`src/rtl/bsg_cgol_pkg.sv`:
```
// bsg_cgol_pkg: serializer state type and sizing helpers shared by the CGoL output path
package bsg_cgol_pkg;

    typedef enum logic {eIDLE, eSEND} serializer_state_e;

    // clog2 that never returns 0, so a one-state counter still gets a bit
    function automatic int safe_clog2(input int x);
        return (x <= 1) ? 1 : $clog2(x);
    endfunction

    // words needed to carry `cells` bits in `width`-bit beats, at least one
    function automatic int num_words(input int cells, input int width);
        return (cells <= width) ? 1 : (cells + width - 1) / width;
    endfunction

endpackage

```
`src/rtl/bsg_cgol_output_serializer_if.sv`:
```
// bsg_cgol_output_serializer_if: valid/ready word stream toward the host link
// Signals: data_o (word), v_o (valid), last_o (final beat of board), ready_i (sink ready)
interface bsg_cgol_output_serializer_if #(parameter int data_width_p = 16);

    logic [data_width_p-1:0] data_o;
    logic                    v_o;
    logic                    last_o;
    logic                    ready_i;

    modport master (output data_o, v_o, last_o, input ready_i);
    modport slave  (input data_o, v_o, last_o, output ready_i);

endinterface

```
`src/rtl/bsg_cgol_popcount.sv`:
```
// bsg_cgol_popcount: combinational live-cell count as a recursive balanced adder tree
// Ports: data_i (width_p bits), count_o (number of ones)
module bsg_cgol_popcount
    import bsg_cgol_pkg::*;
#(
    parameter int width_p = 64
) (
    input  logic [width_p-1:0]                  data_i,
    output logic [safe_clog2(width_p+1)-1:0]    count_o
);

    if (width_p == 1) begin : g_leaf
        assign count_o = data_i;
    end else begin : g_node
        localparam int lo_w_lp = width_p / 2;
        localparam int hi_w_lp = width_p - lo_w_lp;
        localparam int cnt_w_lp = safe_clog2(width_p + 1);
        logic [safe_clog2(lo_w_lp+1)-1:0] lo;
        logic [safe_clog2(hi_w_lp+1)-1:0] hi;
        bsg_cgol_popcount #(.width_p(lo_w_lp)) u_lo (.data_i(data_i[lo_w_lp-1:0]), .count_o(lo));
        bsg_cgol_popcount #(.width_p(hi_w_lp)) u_hi (.data_i(data_i[width_p-1:lo_w_lp]), .count_o(hi));
        assign count_o = cnt_w_lp'(lo) + cnt_w_lp'(hi);
    end

endmodule

```
`src/rtl/bsg_cgol_output_serializer.sv`:
```
// bsg_cgol_output_serializer: accepts one CGoL board snapshot and streams it out as data_width_p-bit words
// Ports: clk_i, reset_i (sync, active-high); data_i/v_i/yumi_o snapshot handshake from the controller;
//        link (master) carries data_o/v_o/last_o/ready_i toward the host.
// Option: BSG_CGOL_SERIALIZER_HEADER_EN prepends a popcount header beat to every board.
module bsg_cgol_output_serializer
    import bsg_cgol_pkg::*;
#(
    parameter int board_width_p  = 8,
    parameter int board_height_p = 8,
    parameter int data_width_p   = 16
) (
    input  logic                                      clk_i,
    input  logic                                      reset_i,
    input  logic [board_width_p*board_height_p-1:0]   data_i,
    input  logic                                      v_i,
    output logic                                      yumi_o,
    bsg_cgol_output_serializer_if.master              link
);

    localparam int num_cells_lp = board_width_p * board_height_p;
    localparam int num_words_lp = num_words(num_cells_lp, data_width_p);
`ifdef BSG_CGOL_SERIALIZER_HEADER_EN
    localparam int hdr_beats_lp = 1;
`else
    localparam int hdr_beats_lp = 0;
`endif
    localparam int beats_lp   = num_words_lp + hdr_beats_lp;
    localparam int shift_w_lp = beats_lp * data_width_p;
    localparam int cnt_w_lp   = safe_clog2(beats_lp + 1);

    serializer_state_e       state_r, state_n;
    logic [cnt_w_lp-1:0]     cnt_r;
    logic [shift_w_lp-1:0]   shift_r, load;
    logic                    last_beat, hs;

`ifdef BSG_CGOL_SERIALIZER_HEADER_EN
    localparam int pop_w_lp = safe_clog2(num_cells_lp + 1);
    logic [pop_w_lp-1:0] pop;

    if (data_width_p < pop_w_lp) begin : g_hdr_width_check
        $error("data_width_p too narrow to carry the popcount header");
    end

    bsg_cgol_popcount #(.width_p(num_cells_lp)) u_popcount (.data_i(data_i), .count_o(pop));

    // header sits in the lowest word so it leaves first
    assign load = {(num_words_lp*data_width_p)'(data_i), data_width_p'(pop)};
`else
    assign load = shift_w_lp'(data_i);
`endif

    always_comb begin
        last_beat   = cnt_r == cnt_w_lp'(beats_lp - 1);
        link.v_o    = state_r == eSEND;
        link.last_o = link.v_o & last_beat;
        link.data_o = shift_r[data_width_p-1:0];
        hs          = link.v_o & link.ready_i;
        // upstream valid is registered, so consuming it combinationally is safe
        yumi_o      = (state_r == eIDLE) & v_i;
        state_n     = (state_r == eIDLE) ? (v_i ? eSEND : eIDLE)
                                         : ((hs & last_beat) ? eIDLE : eSEND);
    end

    always_ff @(posedge clk_i) begin
        if (reset_i) begin
            state_r <= eIDLE;
            cnt_r   <= '0;
            shift_r <= '0;
        end else begin
            state_r <= state_n;
            if (yumi_o) begin
                shift_r <= load;
                cnt_r   <= '0;
            end else if (hs) begin
                shift_r <= shift_r >> data_width_p;
                cnt_r   <= last_beat ? '0 : cnt_r + cnt_w_lp'(1);
            end
        end
    end

endmodule

```
`src/flat_wrapper.sv`:
```
// flat-port wrapper written by rule: the top's interface ports become plain ports
module bsg_cgol_output_serializer_flat import bsg_cgol_pkg::*;
#(
    parameter int board_width_p  = 8,
    parameter int board_height_p = 8,
    parameter int data_width_p   = 16
)
  (clk_i, reset_i, data_i, v_i, yumi_o, link_data_o, link_v_o, link_last_o, link_ready_i);
  bsg_cgol_output_serializer_if #(.data_width_p(data_width_p)) link_i ();
  input  logic clk_i;
  input  logic reset_i;
  input  logic [board_width_p*board_height_p-1:0] data_i;
  input  logic v_i;
  output logic yumi_o;
  output wire logic [$bits(link_i.data_o)-1:0] link_data_o;
  output wire logic [$bits(link_i.v_o)-1:0] link_v_o;
  output wire logic [$bits(link_i.last_o)-1:0] link_last_o;
  input wire logic [$bits(link_i.ready_i)-1:0] link_ready_i;
  assign link_data_o = link_i.data_o;
  assign link_v_o = link_i.v_o;
  assign link_last_o = link_i.last_o;
  assign link_i.ready_i = link_ready_i;
  bsg_cgol_output_serializer #(.board_width_p(board_width_p), .board_height_p(board_height_p), .data_width_p(data_width_p)) u_core (.clk_i(clk_i), .reset_i(reset_i), .data_i(data_i), .v_i(v_i), .yumi_o(yumi_o), .link(link_i));
endmodule
```
`config.mk`:
```
export PLATFORM = sky130hd
export DESIGN_NAME = bsg_cgol_output_serializer_flat
export DESIGN_NICKNAME = d
export VERILOG_FILES = /design/src/rtl/bsg_cgol_pkg.sv /design/src/rtl/bsg_cgol_output_serializer_if.sv /design/src/rtl/bsg_cgol_popcount.sv /design/src/rtl/bsg_cgol_output_serializer.sv /design/src/flat_wrapper.sv
export SDC_FILE = /design/constraint.sdc
export NUM_CORES = 1
export LEC_CHECK = 0
export ABC_AREA = 1
export CAP_MARGIN = 30
export CORE_UTILIZATION = 44
export CTS_CLUSTER_SIZE = 30
export DETAILED_ROUTE_END_ITERATION = 16
export PLACE_DENSITY_LB_ADDON = 0.2
export SYNTH_ARGS = -nofsm -noshare
export SYNTH_HDL_FRONTEND = slang
export SYNTH_SLANG_ARGS = --single-unit
```
`constraint.sdc`:
```
create_clock -name clk_i -period 1.1 [get_ports clk_i]
set_input_delay 0.11 -clock clk_i [delete_from_list [all_inputs] [get_ports clk_i]]
set_output_delay 0.11 -clock clk_i [all_outputs]
set_load 0.005 [all_outputs]
```
==> qor.yml <==
tightestPinTransition_ps: 541
synth_edf_count: 0
hold_start: "data_i[57]"
ant_nets: 0
ctsRootBufferMaster: "clkbuf_8"
max_clock_freq_mhz: 743
nNetsFinal: 691
power_leakage_uw: 0.00266
setup_viol: 71
hp-class: "in2reg"
hold_depth: 3
avgRoutedWirePerCell_um: 18.6
grt-ovfl-total: 0
status: "complete, but fails checks"
antenna_cells: 0
r2r_end: "u_core.shift_r[21]"
swShare_pct: 31.5
finalPower_uw: 6490
area_growth_pct: 75.0
wl_met1_um: 4790
ys_ff_latch: 68
ff2ff_path_depth: 6
first_global_vias: 4009
hold_viol: 0
utilization_pct: 81.1
p_switching_uw: 2040
ys_seq_area_share_pct: 39.8
cts_num_sinks: 68
relSlewSlack_pct: 63.9
synthTopCellsByCount: "nand3_1 (134), inv_1 (81), nand2_1 (71)"
worstPathArrival_ps: 1620
syn-cell-area_um2: 3420
end_kind: "flip-flop"
netlist.area_leader.share_pct: 39.8
yosysMostFrequentCell: "nand3_1"
hpwl_um: 6210
combPwrFrac_pct: 29.2
hold_buffers: 0
post-route-drc-count: 0
std_cell_rows: 31
yosysTopAreaCell: "dfxtp_1"
synth.area.top_cells: "dfxtp_1 (40%), nand3_1 (20%), inv_1 (8.9%), nand2_1 (7.8%), a21oi_1 (5.7%)"
syn-num-nets: 582
final.setup_skew_ps: 8.24
cts_made_buffers: 9
highest_layer: "met4"
ff2ff_setup_slack_ps: -250
grt_max_degree: 37
viasPerCell: 5.66
violations: "setup timing"
drt_wl_total_um: 13500
p_seq_share_pct: 43.3
dr_wl_met2_um: 6900
clock_latency_ps: 340
critPathKind: "reg2reg"
netlist_instances: 513
max_cap_viol_count: 0
vias: 4095
drv_slew: 0
p_clk_share_pct: 27.5
chipWidth_um: 90.1
p_int_uw: 4440
worstPathRequired_ps: 1370
rsz0062_at_grt: "yes"
vdd_drop_max_mv: 0.824
ys_warn_count: 0
clock_path_buffers: 2
cp_max_fo: 23
fp.dieH_um: 90.1
post-route-period-util_pct: 122
dr.first_iter.drc_count: 254
grt_usage_pct: 30.4
dr_wl_met3_um: 1070
p_per_area_nw_per_um2: 1080
antenna_found_initial: 0
clkTransAtPathRegs_ps: 70
start_util_pct: 46.4
drtPass1Iterations: 5
io_pins: 87
r2r-start: "u_core.link.v_o"
place_congestion: 0.825
cts_tree: "built"
async_reset_ff_share_pct: 0
die_area_um2: 8120
ctsHtreeMaxLevel: 3
syn_area_per_cell_um2: 6.66
min_period_ps: 1350
worstSetupEndpoint: "u_core.shift_r[21]"
core_um2: 7370
worstSetupStartpoint: "u_core.link.v_o"
fin_ws_ps: -245
synth_cell_types: 18
port_buffers: 86
grt_pass1_wl_um: 19500
drive_gt1_share_pct: 37.9
synth-main-ff-cell: "dfxtp_1"
cp-start-kind: "flip-flop"
==> critical path, stage by stage (launching register included) <==
cell and delay [ps]:
dfxtp_4 350, buf_8 140, nor2_4 210, buf_12 230, buf_4 160, nor3_2 40
nor2_1 140
==> state kept, by name (all words and copies together), names as in the netlist <==
signal           flops
u_core.link.v_o      1
u_core.cnt_r         3
u_core.shift_r      64
==> through the flow <==
step | area, um2 | hold slack [ps] | instances | setup WS (ps) | TNS [ps]
finish | 5980 | 315 | 724 | -245 | -11050
global route | 5980 | 341 | 724 | -293 | -13950
CTS | 5760 | 308 | 720 | -207 | -8800
detailed placement | 4550 | 455 | 682 | -396 | -22580
global placement | 4550 | 448 | 682 | -382 | -21670
floorplan | 3550 | 258 | 513 | -0.444 | -1.33
==> layout by cell type (no fill, tap or decap), types with 9 or more instances in the layout <==
cell type	n
inv_1	80
nand3_2	68
clkdlybuf4s50_1	66
nand3_1	64
dfxtp_1	58
nand2_1	54
nor2_1	23
a21oi_1	22
nor3_2	20
buf_6	19
buf_4	19
a21oi_2	17
dlygate4sd2_1	17
buf_12	13
nand2_4	10
clkbuf_8	10
dfxtp_2	9
==> kinds of logic (layout without fill, tap and decap cells) <==
| group | count (synthesis) | count (layout) | share of synthesized area (%) |
|---|---|---|---|
| buffers and inverters | 139 | 249 | 18.5 |
| flip-flops | 68 | 68 | 39.8 |
| AND/OR/NAND/NOR | 264 | 266 | 35.2 |
| AO/OA/AOI/OAI | 41 | 41 | 6.04 |
| adder cells (fa/ha/maj) | 1 | 1 | 0.366 |
==> cell type report <==
class / instances / area [um2]
clock buffer: 11 / 141
clock inverter: 3 / 15.0
fill: 447 / 1390
inverter: 83 / 324
multi-input combinational: 308 / 2200
sequential: 68 / 1380
tap: 99 / 124
timing repair buffer: 152 / 1790
==> worst min path at each step <==
| stage | endpoint | slack (ps) |
|---|---|---|
| 6_report | u_core.shift_r[57] | 310 |
| 5_1_grt | u_core.shift_r[59] | 340 |
| 4_1_cts | u_core.shift_r[57] | 310 |
| 3_5_place_dp | u_core.cnt_r[2] | 460 |
| 3_3_place_gp | u_core.cnt_r[2] | 450 |
| 2_1_floorplan | u_core.shift_r[62] | 260 |
==> per-layer routing <==
metal | track usage, % | up-vias
li1 | - | 1851
met1 | 33.3 | 1901
met2 | 54.0 | 272
met3 | 5.33 | 71
met4 | 19.4 | 0
met5 | 0 | -
==> power by group through the flow <==
stage                     Sequential, uW  Combinational, uW  Clock [uW]
after CTS                           2780               1680        1790
after detailed placement            2820               1210           0
after global placement              2820               1190           0
final                               2810               1890        1780
after floorplan                     2780                719           0
after global routing                2820               2000        1880
==> timing repair <==
item | CTS | global route
gates resized for setup | 195 | 53
setup endpoints to repair | 87 | 71
gates cloned | 13 | 3
setup buffers | 12 | 9
endpoints found under the hold margin | 0 | 0
pin swaps | 75 | 24
No activity file was read; power rests on OpenSTA's default activity.
